[config.mk]
export PLATFORM = sky130hd
export DESIGN_NAME = v_merge_seq
export DESIGN_NICKNAME = d
export VERILOG_FILES = /design/src/rtl/v_merge_seq.sv
export SDC_FILE = /design/constraint.sdc
export NUM_CORES = 1
export LEC_CHECK = 0
export BUFFER_PORTS_ARGS = -buffer_cell sky130_fd_sc_hd__buf_4
export CAP_MARGIN = 20
export CORE_ASPECT_RATIO = 0.9
export CORE_MARGIN = 5
export CORE_UTILIZATION = 45
export DETAILED_ROUTE_END_ITERATION = 12
export HOLD_SLACK_MARGIN = 0.1
export PLACE_DENSITY = 0.69
export SLEW_MARGIN = 10
export SYNTH_ARGS = -nofsm -noshare
export SYNTH_HDL_FRONTEND = slang
export SYNTH_SLANG_ARGS = --single-unit
[constraint.sdc]
create_clock -name clk -period 6.6 [get_ports clk]
set_clock_uncertainty 0.1 [all_clocks]
set_input_delay 1.32 -clock clk [delete_from_list [all_inputs] [get_ports clk]]
set_output_delay 1.32 -clock clk [all_outputs]
set_load 0.05 [all_outputs]
[src/rtl/v_merge_seq.sv]
// v_merge_seq: sequencer for a masked vector merge.
//
// Accepts one command (base address, element count, element width, v0 mask,
// vm flag) and then consumes one operand beat per op handshake. Each accepted
// beat is re-emitted one cycle later with its destination address and a
// per-byte select mask for the downstream merge stage.
//
// Ports:
//   clk, rst_n              clock, asynchronous active-low reset
//   cmd_valid / cmd_ready   command handshake (ready only while idle)
//   cmd_addr, cmd_vl,       destination base, element count (saturates at 64),
//   cmd_sew, cmd_v0, cmd_vm element width code, v0 mask bits, unmasked flag
//   op_valid / op_ready     operand beat handshake (ready only while running)
//   op_vec0, op_vec1        operand beat data
//   out_valid, out_addr,    registered output beat; all fields are zero when
//   out_mask, out_vec0/1    no beat is presented; no backpressure
//   busy, done              command in progress; one-cycle completion pulse
//   dbg_state               current FSM state (0 = IDLE, 1 = RUN)
//
// Handshake rule: a transfer happens on a rising clock edge where both valid
// and ready are high; valid may be raised without waiting for ready, and the
// data accompanying valid is held until the transfer edge.

module v_merge_seq #(
    parameter int REQ_DATA_WIDTH = 64,
    parameter int REQ_ADDR_WIDTH = 32,
    parameter int SEW_WIDTH      = 2,
    parameter int MASK_WIDTH     = 8,
    parameter int VL_WIDTH       = 7
) (
    input  logic                      clk,
    input  logic                      rst_n,
    input  logic                      cmd_valid,
    output logic                      cmd_ready,
    input  logic [REQ_ADDR_WIDTH-1:0] cmd_addr,
    input  logic [VL_WIDTH-1:0]       cmd_vl,
    input  logic [SEW_WIDTH-1:0]      cmd_sew,
    input  logic [63:0]               cmd_v0,
    input  logic                      cmd_vm,
    input  logic                      op_valid,
    output logic                      op_ready,
    input  logic [REQ_DATA_WIDTH-1:0] op_vec0,
    input  logic [REQ_DATA_WIDTH-1:0] op_vec1,
    output logic                      out_valid,
    output logic [REQ_ADDR_WIDTH-1:0] out_addr,
    output logic [MASK_WIDTH-1:0]     out_mask,
    output logic [REQ_DATA_WIDTH-1:0] out_vec0,
    output logic [REQ_DATA_WIDTH-1:0] out_vec1,
    output logic                      busy,
    output logic                      done,
    output logic                      dbg_state
);

    // One spare bit so "element index + elements per beat" never wraps.
    localparam int ELEM_W = VL_WIDTH + 1;

    typedef enum logic {
        ST_IDLE = 1'b0,
        ST_RUN  = 1'b1
    } state_t;

    state_t                    r_state;
    state_t                    w_state_nxt;

    logic [REQ_ADDR_WIDTH-1:0] r_addr;     // address of the next beat
    logic [VL_WIDTH-1:0]       r_vl;
    logic [SEW_WIDTH-1:0]      r_sew;
    logic [63:0]               r_v0;
    logic                      r_vm;
    logic [ELEM_W-1:0]         r_elem;     // first element index of the next beat

    logic                      r_out_valid;
    logic [REQ_ADDR_WIDTH-1:0] r_out_addr;
    logic [MASK_WIDTH-1:0]     r_out_mask;
    logic [REQ_DATA_WIDTH-1:0] r_out_vec0;
    logic [REQ_DATA_WIDTH-1:0] r_out_vec1;
    logic                      r_done;

    logic                      w_cmd_fire;
    logic                      w_op_fire;
    logic [VL_WIDTH-1:0]       w_vl_sat;
    logic [ELEM_W-1:0]         w_epb;
    logic                      w_last;
    logic [MASK_WIDTH-1:0]     w_mask;
    logic [ELEM_W-1:0]         w_byte_elem [MASK_WIDTH];

    assign cmd_ready = (r_state == ST_IDLE);
    assign op_ready  = (r_state == ST_RUN);
    assign busy      = (r_state == ST_RUN);
    assign dbg_state = r_state;

    assign w_cmd_fire = cmd_valid & cmd_ready;
    assign w_op_fire  = op_valid & op_ready;

    // Commands longer than the 64-entry v0 register are clipped to 64 elements.
    assign w_vl_sat = (cmd_vl > VL_WIDTH'(64)) ? VL_WIDTH'(64) : cmd_vl;

    // Elements per beat shrink as the element width grows.
    assign w_epb  = ELEM_W'(MASK_WIDTH >> r_sew);
    assign w_last = ((r_elem + w_epb) >= {1'b0, r_vl});

    // Each byte inherits the select bit of the element it belongs to; bytes of
    // elements at or beyond vl (the tail) are never selected.
    always_comb begin
        w_mask = '0;
        for (int b = 0; b < MASK_WIDTH; b++) begin
            w_byte_elem[b] = r_elem + ELEM_W'(b >> r_sew);
            if (w_byte_elem[b] < {1'b0, r_vl}) begin
                w_mask[b] = r_vm | r_v0[w_byte_elem[b][5:0]];
            end
        end
    end

    always_comb begin
        w_state_nxt = r_state;
        case (r_state)
            ST_IDLE: begin
                if (w_cmd_fire && (w_vl_sat != '0)) begin
                    w_state_nxt = ST_RUN;
                end
            end
            ST_RUN: begin
                if (w_op_fire && w_last) begin
                    w_state_nxt = ST_IDLE;
                end
            end
            default: w_state_nxt = ST_IDLE;
        endcase
    end

    always_ff @(posedge clk or negedge rst_n) begin
        if (!rst_n) begin
            r_state     <= ST_IDLE;
            r_addr      <= '0;
            r_vl        <= '0;
            r_sew       <= '0;
            r_v0        <= '0;
            r_vm        <= 1'b0;
            r_elem      <= '0;
            r_out_valid <= 1'b0;
            r_out_addr  <= '0;
            r_out_mask  <= '0;
            r_out_vec0  <= '0;
            r_out_vec1  <= '0;
            r_done      <= 1'b0;
        end else begin
            r_state <= w_state_nxt;

            // A zero-length command completes on its own acceptance.
            r_done <= (w_cmd_fire && (w_vl_sat == '0)) || (w_op_fire && w_last);

            r_out_valid <= w_op_fire;
            r_out_addr  <= w_op_fire ? r_addr  : '0;
            r_out_mask  <= w_op_fire ? w_mask  : '0;
            r_out_vec0  <= w_op_fire ? op_vec0 : '0;
            r_out_vec1  <= w_op_fire ? op_vec1 : '0;

            if (w_cmd_fire) begin
                r_addr <= cmd_addr;
                r_vl   <= w_vl_sat;
                r_sew  <= cmd_sew;
                r_v0   <= cmd_v0;
                r_vm   <= cmd_vm;
                r_elem <= '0;
            end else if (w_op_fire) begin
                r_addr <= r_addr + REQ_ADDR_WIDTH'(1);
                r_elem <= r_elem + w_epb;
            end
        end
    end

    assign out_valid = r_out_valid;
    assign out_addr  = r_out_addr;
    assign out_mask  = r_out_mask;
    assign out_vec0  = r_out_vec0;
    assign out_vec1  = r_out_vec1;
    assign done      = r_done;

endmodule

; ---- After elaboration in Yosys (flattened, before gate mapping)
; Cells that the tools add are included.
[totals]
register_bits = 285
out_inout_bits = 174
elab_cells = 104
[op_classes]
n_addsub = 10
magnitude_cmp = 18
shift = 9
n_mux = 36
bitwise_logic = 11
reduce_logical = 7
[ops]
columns = operator, n
row1 = 2-to-1 mux 64 bit, 2
row2 = 2-to-1 mux 32 bit, 3
row3 = adder 8 bit, 9
row4 = < comparator 8 x 7 -> 1 bit, 8
row5 = "< comparator 6 x 7 -> 1 bit, second input constant", 8
row6 = binary-select mux 1 bit (select 6 bit), 8
row7 = "adder 32 x 1 -> 32 bit, second input constant", 1
row8 = "right shift 3 x 2 -> 8 bit, first input constant", 4
row9 = 2-to-1 mux 8 bit, 3
row10 = 2-to-1 mux 1 bit, 18
row11 = "right shift 1 x 2 -> 8 bit, first input constant", 2
row12 = "right shift 2 x 2 -> 8 bit, first input constant", 2
row13 = greater-or-equal comparator 8 x 7 -> 1 bit, 1
row14 = OR 1 bit, 8
row15 = "right shift 4 x 2 -> 8 bit, first input constant", 1
row16 = "> comparator 7 bit, second input constant", 1
row17 = zero test 7 bit, 1
row18 = 2-to-1 mux 7 bit, 1
row19 = nonzero test 7 bit, 1
row20 = logical AND 1 bit, 3
row21 = bitwise AND 1 bit, 2
row22 = case mux 1 bit (2 select lines), 1
row23 = nonzero test 2 bit, 1
row24 = logical OR 1 bit, 1
row25 = NOT 1 bit, 1

; ---- Longest topological paths before layout
[logic_depth]
word_depth = 7
mapped_depth = 15
mapped_depth_nobuf = 15

; ---- Worst setup path before layout
; No wires, ideal clock.
[synth_timing]
kind = reg-to-reg
from = reg r_sew[1]
to = reg r_out_mask[6], in the netlist out_mask[6]
setup_ns = 0.133
arrival_ns = 3.328
slack_ns = 3.039
stages_incl_launch_ff = 12
path_cell_list = dfrtp_1 -> inv_1 -> ha_1 -> ha_1 -> fa_1 -> buf_1 -> clkbuf_1 -> mux4_2 -> mux4_2 -> mux2i_1 -> mux2_2 -> a211oi_1
[synth_between]
elab_chain_len = 7
word_cells_on_any_way = 8
classes_between = add/sub (1) / order compare (1) / shift (1) / mux (4) / bitwise (1)
[synth_rtl]
columns = element, line_no
row1 = from (decl), 67  ; logic [SEW_WIDTH-1:0] r_sew;
row2 = from (signal assigned), 161  ; r_sew <= cmd_sew;
row3 = right shift 3 x 2 -> 8 bit (*), 107  ; w_byte_elem[b] = r_elem + ELEM_W'(b >> r_sew);
row4 = adder 8 bit (*), 107
row5 = binary-select mux 1 bit (select 6 bit), 109  ; w_mask[b] = r_vm | r_v0[w_byte_elem[b][5:0]];
row6 = 2-to-1 mux 1 bit (not written as such), 109
row7 = OR 1 bit, 109
row8 = 2-to-1 mux 1 bit (*), 108  ; if (w_byte_elem[b] < {1'b0, r_vl}) begin
row9 = 2-to-1 mux 8 bit (*), 154  ; r_out_mask <= w_op_fire ? w_mask : '0;
row10 = to (signal assigned), 154
row11 = to (decl), 74  ; logic [MASK_WIDTH-1:0] r_out_mask;
; Mark *: on every way between the ends. The rest lies on a longest branch, timed or not. The select of a mux whose other input is x is not followed.
; A chain may end at the register's enable or synchronous reset.

; ---- Worst setup path in the final report
[layout_timing]
from = reg r_sew[1]
to = reg r_out_mask[4], in the netlist out_mask[4]
; Same word-level chain as after synthesis.

==> metrics.txt <==
# TYPE chip_impl_metric gauge
chip_impl_metric{name="worstPathArrival",unit="ps"} 4630
chip_impl_info{name="cp_cell_sequence",value="inv_1, ha_1, ha_1, nand3_1, o21ai_0, xor2_1, ha_1, o211ai_1, o21ai_0, a2111oi_0, o211a_1"} 1
chip_impl_metric{name="post-route-period-util",unit="%"} 64.0
chip_impl_metric{name="core_box_area",unit="mm^2"} 0.0375
chip_impl_metric{name="timing.final.crit_period",unit="ps"} 4230
chip_impl_metric{name="via_per_inst",unit=""} 6.00
chip_impl_metric{name="final_layout_size_suffix_gt1_share",unit="%"} 33.8
chip_impl_info{name="worstReg2RegStart",value="r_sew[1]"} 1
chip_impl_metric{name="cts-htree-levels",unit=""} 1
chip_impl_metric{name="syn_avg_cell_area",unit="um^2"} 11.3
chip_impl_metric{name="peak_clock_frequency_supported_by_timing",unit="GHz"} 0.237
chip_impl_metric{name="post_synth_instance_area",unit="mm^2"} 0.0172
chip_impl_metric{name="required",unit="ps"} 7010
chip_impl_metric{name="layoutNonFillerInstCount",unit=""} 2376
chip_impl_metric{name="async_reset_ff_share",unit="%"} 100
chip_impl_metric{name="synthDistinctLibCells",unit=""} 60
chip_impl_metric{name="grt.total_usage",unit="%"} 26.5
chip_impl_metric{name="routabilityCongestion",unit=""} 0.990
chip_impl_metric{name="netSwitchingPower",unit="uW"} 5840
chip_impl_metric{name="globalRouteOverflowTotal",unit=""} 0
chip_impl_info{name="synthTopCellsByArea",value="sky130_fd_sc_hd__dfrtp_1, sky130_fd_sc_hd__mux4_2, sky130_fd_sc_hd__and3_1, sky130_fd_sc_hd__nand2_1, sky130_fd_sc_hd__ha_1"} 1
chip_impl_metric{name="drc",unit=""} 0
chip_impl_metric{name="wl_per_cell",unit="um"} 24.2
chip_impl_metric{name="drtPass1Iterations",unit=""} 5
chip_impl_metric{name="design.final.nets",unit=""} 2185
chip_impl_metric{name="cellLeakagePower",unit="uW"} 0.0110
chip_impl_info{name="synthFlopType",value="sky130_fd_sc_hd__dfrtp_1"} 1
chip_impl_metric{name="synthToLayoutAreaGrowth",unit="%"} 26.7
chip_impl_metric{name="pin_count_of_the_biggest_net_entering_global_routing",unit=""} 131
chip_impl_metric{name="synth_nets",unit=""} 1833
chip_impl_metric{name="number_of_flops_mapped_to_enable_cells_by_yosys",unit=""} 0
chip_impl_metric{name="setup-violations-final",unit=""} 0
chip_impl_info{name="cts_tree",value="done"} 1
chip_impl_metric{name="dieArea",unit="mm^2"} 0.0422
chip_impl_metric{name="synthDominantCellAreaShare",unit="%"} 41.5
chip_impl_metric{name="cts_resized",unit=""} 0
chip_impl_metric{name="multi_input_comb_area",unit="mm^2"} 0.00944
chip_impl_metric{name="post_synth_inst_count",unit=""} 1514
chip_impl_metric{name="detailed_place.area",unit="mm^2"} 0.0205
chip_impl_metric{name="initial_core_util",unit="%"} 45.8
chip_impl_metric{name="yosysSeqAreaShare",unit="%"} 41.5
chip_impl_metric{name="synth.yosys.warnings",unit=""} 0
chip_impl_metric{name="critical-path-max-stage-delay",unit="ps"} 740
chip_impl_metric{name="worst_vdd_ir",unit="mV"} 0.372
chip_impl_metric{name="placementRows",unit=""} 67
chip_impl_metric{name="regArea",unit="mm^2"} 0.00714
chip_impl_metric{name="clk_path_buf_depth",unit=""} 3
chip_impl_metric{name="fraction_of_power_spent_switching_nets",unit="%"} 44.6
chip_impl_metric{name="power_per_cell_area",unit="mW/mm^2"} 603
chip_impl_metric{name="ctsHoldBuffers",unit=""} 0
chip_impl_metric{name="drtAntennaViolNets",unit=""} 0
chip_impl_metric{name="design.portCount",unit=""} 412
chip_impl_info{name="cpMaxStageDelayCell",value="sky130_fd_sc_hd__xor2_1"} 1
chip_impl_metric{name="dr.first_iter.drc_count",unit=""} 1668
chip_impl_info{name="worst_setup_path_start_kind",value="flip-flop"} 1
chip_impl_metric{name="final_core_util",unit="%"} 58.0
chip_impl_metric{name="dr_total_vias",unit=""} 14300
chip_impl_metric{name="cap_violations",unit=""} 0
chip_impl_info{name="worst_hold_startpoint",value="r_addr[18]"} 1
chip_impl_metric{name="fillerInstances",unit=""} 3124
chip_impl_info{name="rsz0062_at_grt",value="false"} 1
chip_impl_info{name="crit_path_start",value="r_sew[1]"} 1
chip_impl_metric{name="grt_antenna_before_repair",unit=""} 6
chip_impl_info{name="hold_path_class",value="reg2reg"} 1
chip_impl_metric{name="place_hpwl",unit="um"} 40900
chip_impl_metric{name="setup-tns-final",unit="ps"} 0
chip_impl_metric{name="report.final.slew_viol_count",unit=""} 0
chip_impl_info{name="critical_path.most_common_cell",value="sky130_fd_sc_hd__ha_1"} 1
chip_impl_metric{name="worstMarginPinSlew",unit="ps"} 1120
chip_impl_metric{name="first_global_vias",unit=""} 14200
chip_impl_info{name="synth.largest_area_cell",value="sky130_fd_sc_hd__dfrtp_1"} 1
chip_impl_metric{name="postLayoutCellArea",unit="mm^2"} 0.0218
chip_impl_metric{name="io_buffers",unit=""} 411
chip_impl_metric{name="cts.sink_count",unit=""} 285
chip_impl_metric{name="die_h",unit="um"} 195
chip_impl_info{name="path_class",value="reg2reg"} 1
chip_impl_metric{name="fp.dieW",unit="um"} 216
chip_impl_info{name="run_status",value="completed"} 1
chip_impl_metric{name="cp_max_fo",unit=""} 13
chip_impl_metric{name="drt_wl_total",unit="um"} 57400
chip_impl_metric{name="internal-power",unit="uW"} 7260
chip_impl_info{name="kind_of_end_point_of_the_critical_path",value="flip-flop"} 1
chip_impl_metric{name="cp.buffers_inverters",unit=""} 1
chip_impl_metric{name="worst_hold_check_slack",unit="ps"} 448
chip_impl_metric{name="sequentialPowerShare",unit="%"} 22.9
chip_impl_metric{name="clkLatencyLatePin",unit="ps"} 570
chip_impl_metric{name="timing_hold_violations_final",unit=""} 0
chip_impl_info{name="crit_family",value="adder cells"} 1
chip_impl_metric{name="power.combinational.fraction",unit="%"} 63.0
chip_impl_info{name="cts_root_buf",value="sky130_fd_sc_hd__clkbuf_16"} 1
chip_impl_metric{name="yosys_register_bits",unit=""} 285
chip_impl_metric{name="clkPwrFrac",unit="%"} 14.1
chip_impl_metric{name="grt_first_pass_wirelength",unit="um"} 88100
chip_impl_metric{name="cts.repair_timing.setup_buffer_count",unit=""} 0
chip_impl_metric{name="clock_buffers_created_by_tritoncts",unit=""} 31
chip_impl_metric{name="worst_slew_margin_rel",unit="%"} 24.6
chip_impl_metric{name="post-place-cells",unit=""} 2311
chip_impl_metric{name="worst_setup_hold_path_clk_slew",unit="ps"} 70
==> worst paths after layout <==
kind,end,slack [ps],cells past startpoint
max reg2reg,out_mask[4],2370,11
min reg2reg,r_addr[18],450,1
max in group asynchronous,out_vec0[19],4430,2
max,out_mask[4],2370,11
min in group asynchronous,out_vec0[62],680,1
min,r_addr[18],450,1
==> flip-flops by register name (all words and copies together), names as in the netlist <==
| signal | cells |
|---|---|
| busy | 1 |
| out_vec0 | 64 |
| r_v0 | 64 |
| out_addr | 32 |
| done | 1 |
| out_mask | 8 |
| out_vec1 | 64 |
| r_vl | 7 |
| out_valid | 1 |
| r_vm | 1 |
| r_elem | 8 |
| r_addr | 32 |
| r_sew | 2 |
==> cell type report <==
class | count | area share [%]
flip-flops and latches | 285 | 32.8
multi-input cells | 1080 | 43.4
inverters | 37 | 0.638
well taps | 483 | 2.78
clock buffers | 42 | 4.17
repair buffers | 431 | 15.3
clock inverters | 14 | 0.857
diodes | 4 | 0.0460
==> layer usage <==
metal	up-vias	GRT usage [%]	share of wire, %
met2	799	42.0	47
met3	135	7.26	10
met4	4	7.35	3.2
li1	6271	-	-
met5	-	0	0.037
met1	7042	36.3	39
==> kinds of logic (layout without fill, tap and decap cells) <==
| family | count (synthesis) | in the layout | synth area share [%] |
|---|---|---|---|
| simple gates | 558 | 558 | 16.0 |
| xor+xnor | 54 | 54 | 3.15 |
| fa+ha+maj | 81 | 81 | 6.08 |
| buf+inv | 149 | 524 | 3.56 |
| other cells | 0 | 4 | 0 |
| mux | 202 | 202 | 22.6 |
| compound gates | 185 | 185 | 7.03 |
| flops | 285 | 285 | 41.5 |
==> layout by cell type, fill, tap and decap left out, types with 5 or more instances in the layout <==
master,count
sky130_fd_sc_hd__a211oi_1,8
sky130_fd_sc_hd__a21o_1,25
sky130_fd_sc_hd__a21oi_1,33
sky130_fd_sc_hd__a221o_1,11
sky130_fd_sc_hd__a31oi_1,7
sky130_fd_sc_hd__and3_1,162
sky130_fd_sc_hd__buf_4,424
sky130_fd_sc_hd__clkbuf_16,31
sky130_fd_sc_hd__clkbuf_8,9
sky130_fd_sc_hd__clkinv_2,5
sky130_fd_sc_hd__dfrtp_1,284
sky130_fd_sc_hd__ha_1,77
sky130_fd_sc_hd__inv_1,37
sky130_fd_sc_hd__mux2_2,6
sky130_fd_sc_hd__mux2i_1,52
sky130_fd_sc_hd__mux4_1,13
sky130_fd_sc_hd__mux4_2,131
sky130_fd_sc_hd__nand2_1,261
sky130_fd_sc_hd__nand2b_1,12
sky130_fd_sc_hd__nand3_1,31
sky130_fd_sc_hd__nand3b_1,7
sky130_fd_sc_hd__nand4_1,6
sky130_fd_sc_hd__nor2_1,27
sky130_fd_sc_hd__nor2b_1,8
sky130_fd_sc_hd__nor3_1,12
sky130_fd_sc_hd__nor4_1,5
sky130_fd_sc_hd__o211ai_1,6
sky130_fd_sc_hd__o21ai_0,61
sky130_fd_sc_hd__o311ai_0,7
sky130_fd_sc_hd__xnor2_1,23
sky130_fd_sc_hd__xor2_1,25
==> power groups by stage <==
stage / sequential (uW) / combinational, uW / clock [uW]
2_1_floorplan: 3200 / 5450 / 0
3_3_place_gp: 2960 / 7820 / 0
3_5_place_dp: 2980 / 7960 / 0
4_1_cts: 2960 / 8000 / 1880
5_1_grt: 3060 / 8830 / 1950
6_report: 3000 / 8260 / 1850
==> worst register-to-register path, cell delays in order (launching register included) <==
cell and delay (ps):
sky130_fd_sc_hd__dfrtp_1 420, sky130_fd_sc_hd__inv_1 200, sky130_fd_sc_hd__ha_1 350, sky130_fd_sc_hd__ha_1 630, sky130_fd_sc_hd__nand3_1 120, sky130_fd_sc_hd__o21ai_0 390
sky130_fd_sc_hd__xor2_1 740, sky130_fd_sc_hd__ha_1 380, sky130_fd_sc_hd__o211ai_1 80, sky130_fd_sc_hd__o21ai_0 100, sky130_fd_sc_hd__a2111oi_0 440, sky130_fd_sc_hd__o211a_1 220
==> cell usage after synthesis (all sizes together) (2+ instances only) <==
cell type,number
or2,2
a21oi,33
nand3b,7
a31oi,7
clkbuf,78
a221o,11
buf,34
a21o,25
a22o,3
nor3,13
xor2,29
and2,3
nor2,28
nand2,263
o21a,2
o31ai,4
a211oi,8
mux2,6
mux4,144
a2111oi,3
a211o,3
nand4,6
fa,4
inv,37
o311ai,10
nor3b,4
dfrtp,285
or3,4
and3,163
xnor2,25
and4,4
mux2i,52
a22oi,4
o211ai,6
nor4,5
ha,77
nor2b,9
o21ai,63
nand3,31
nand2b,12
==> through the flow <==
| stage | power (uW) | setup slack [ps] |
|---|---|---|
| after global routing | 13800 | 2090 |
| after floorplan | 8650 | 3040 |
| after global placement | 10800 | 2350 |
| final | 13100 | 2370 |
| after CTS | 12800 | 2480 |
| after detailed placement | 10900 | 2250 |
No activity file was read; power rests on OpenSTA's default activity.
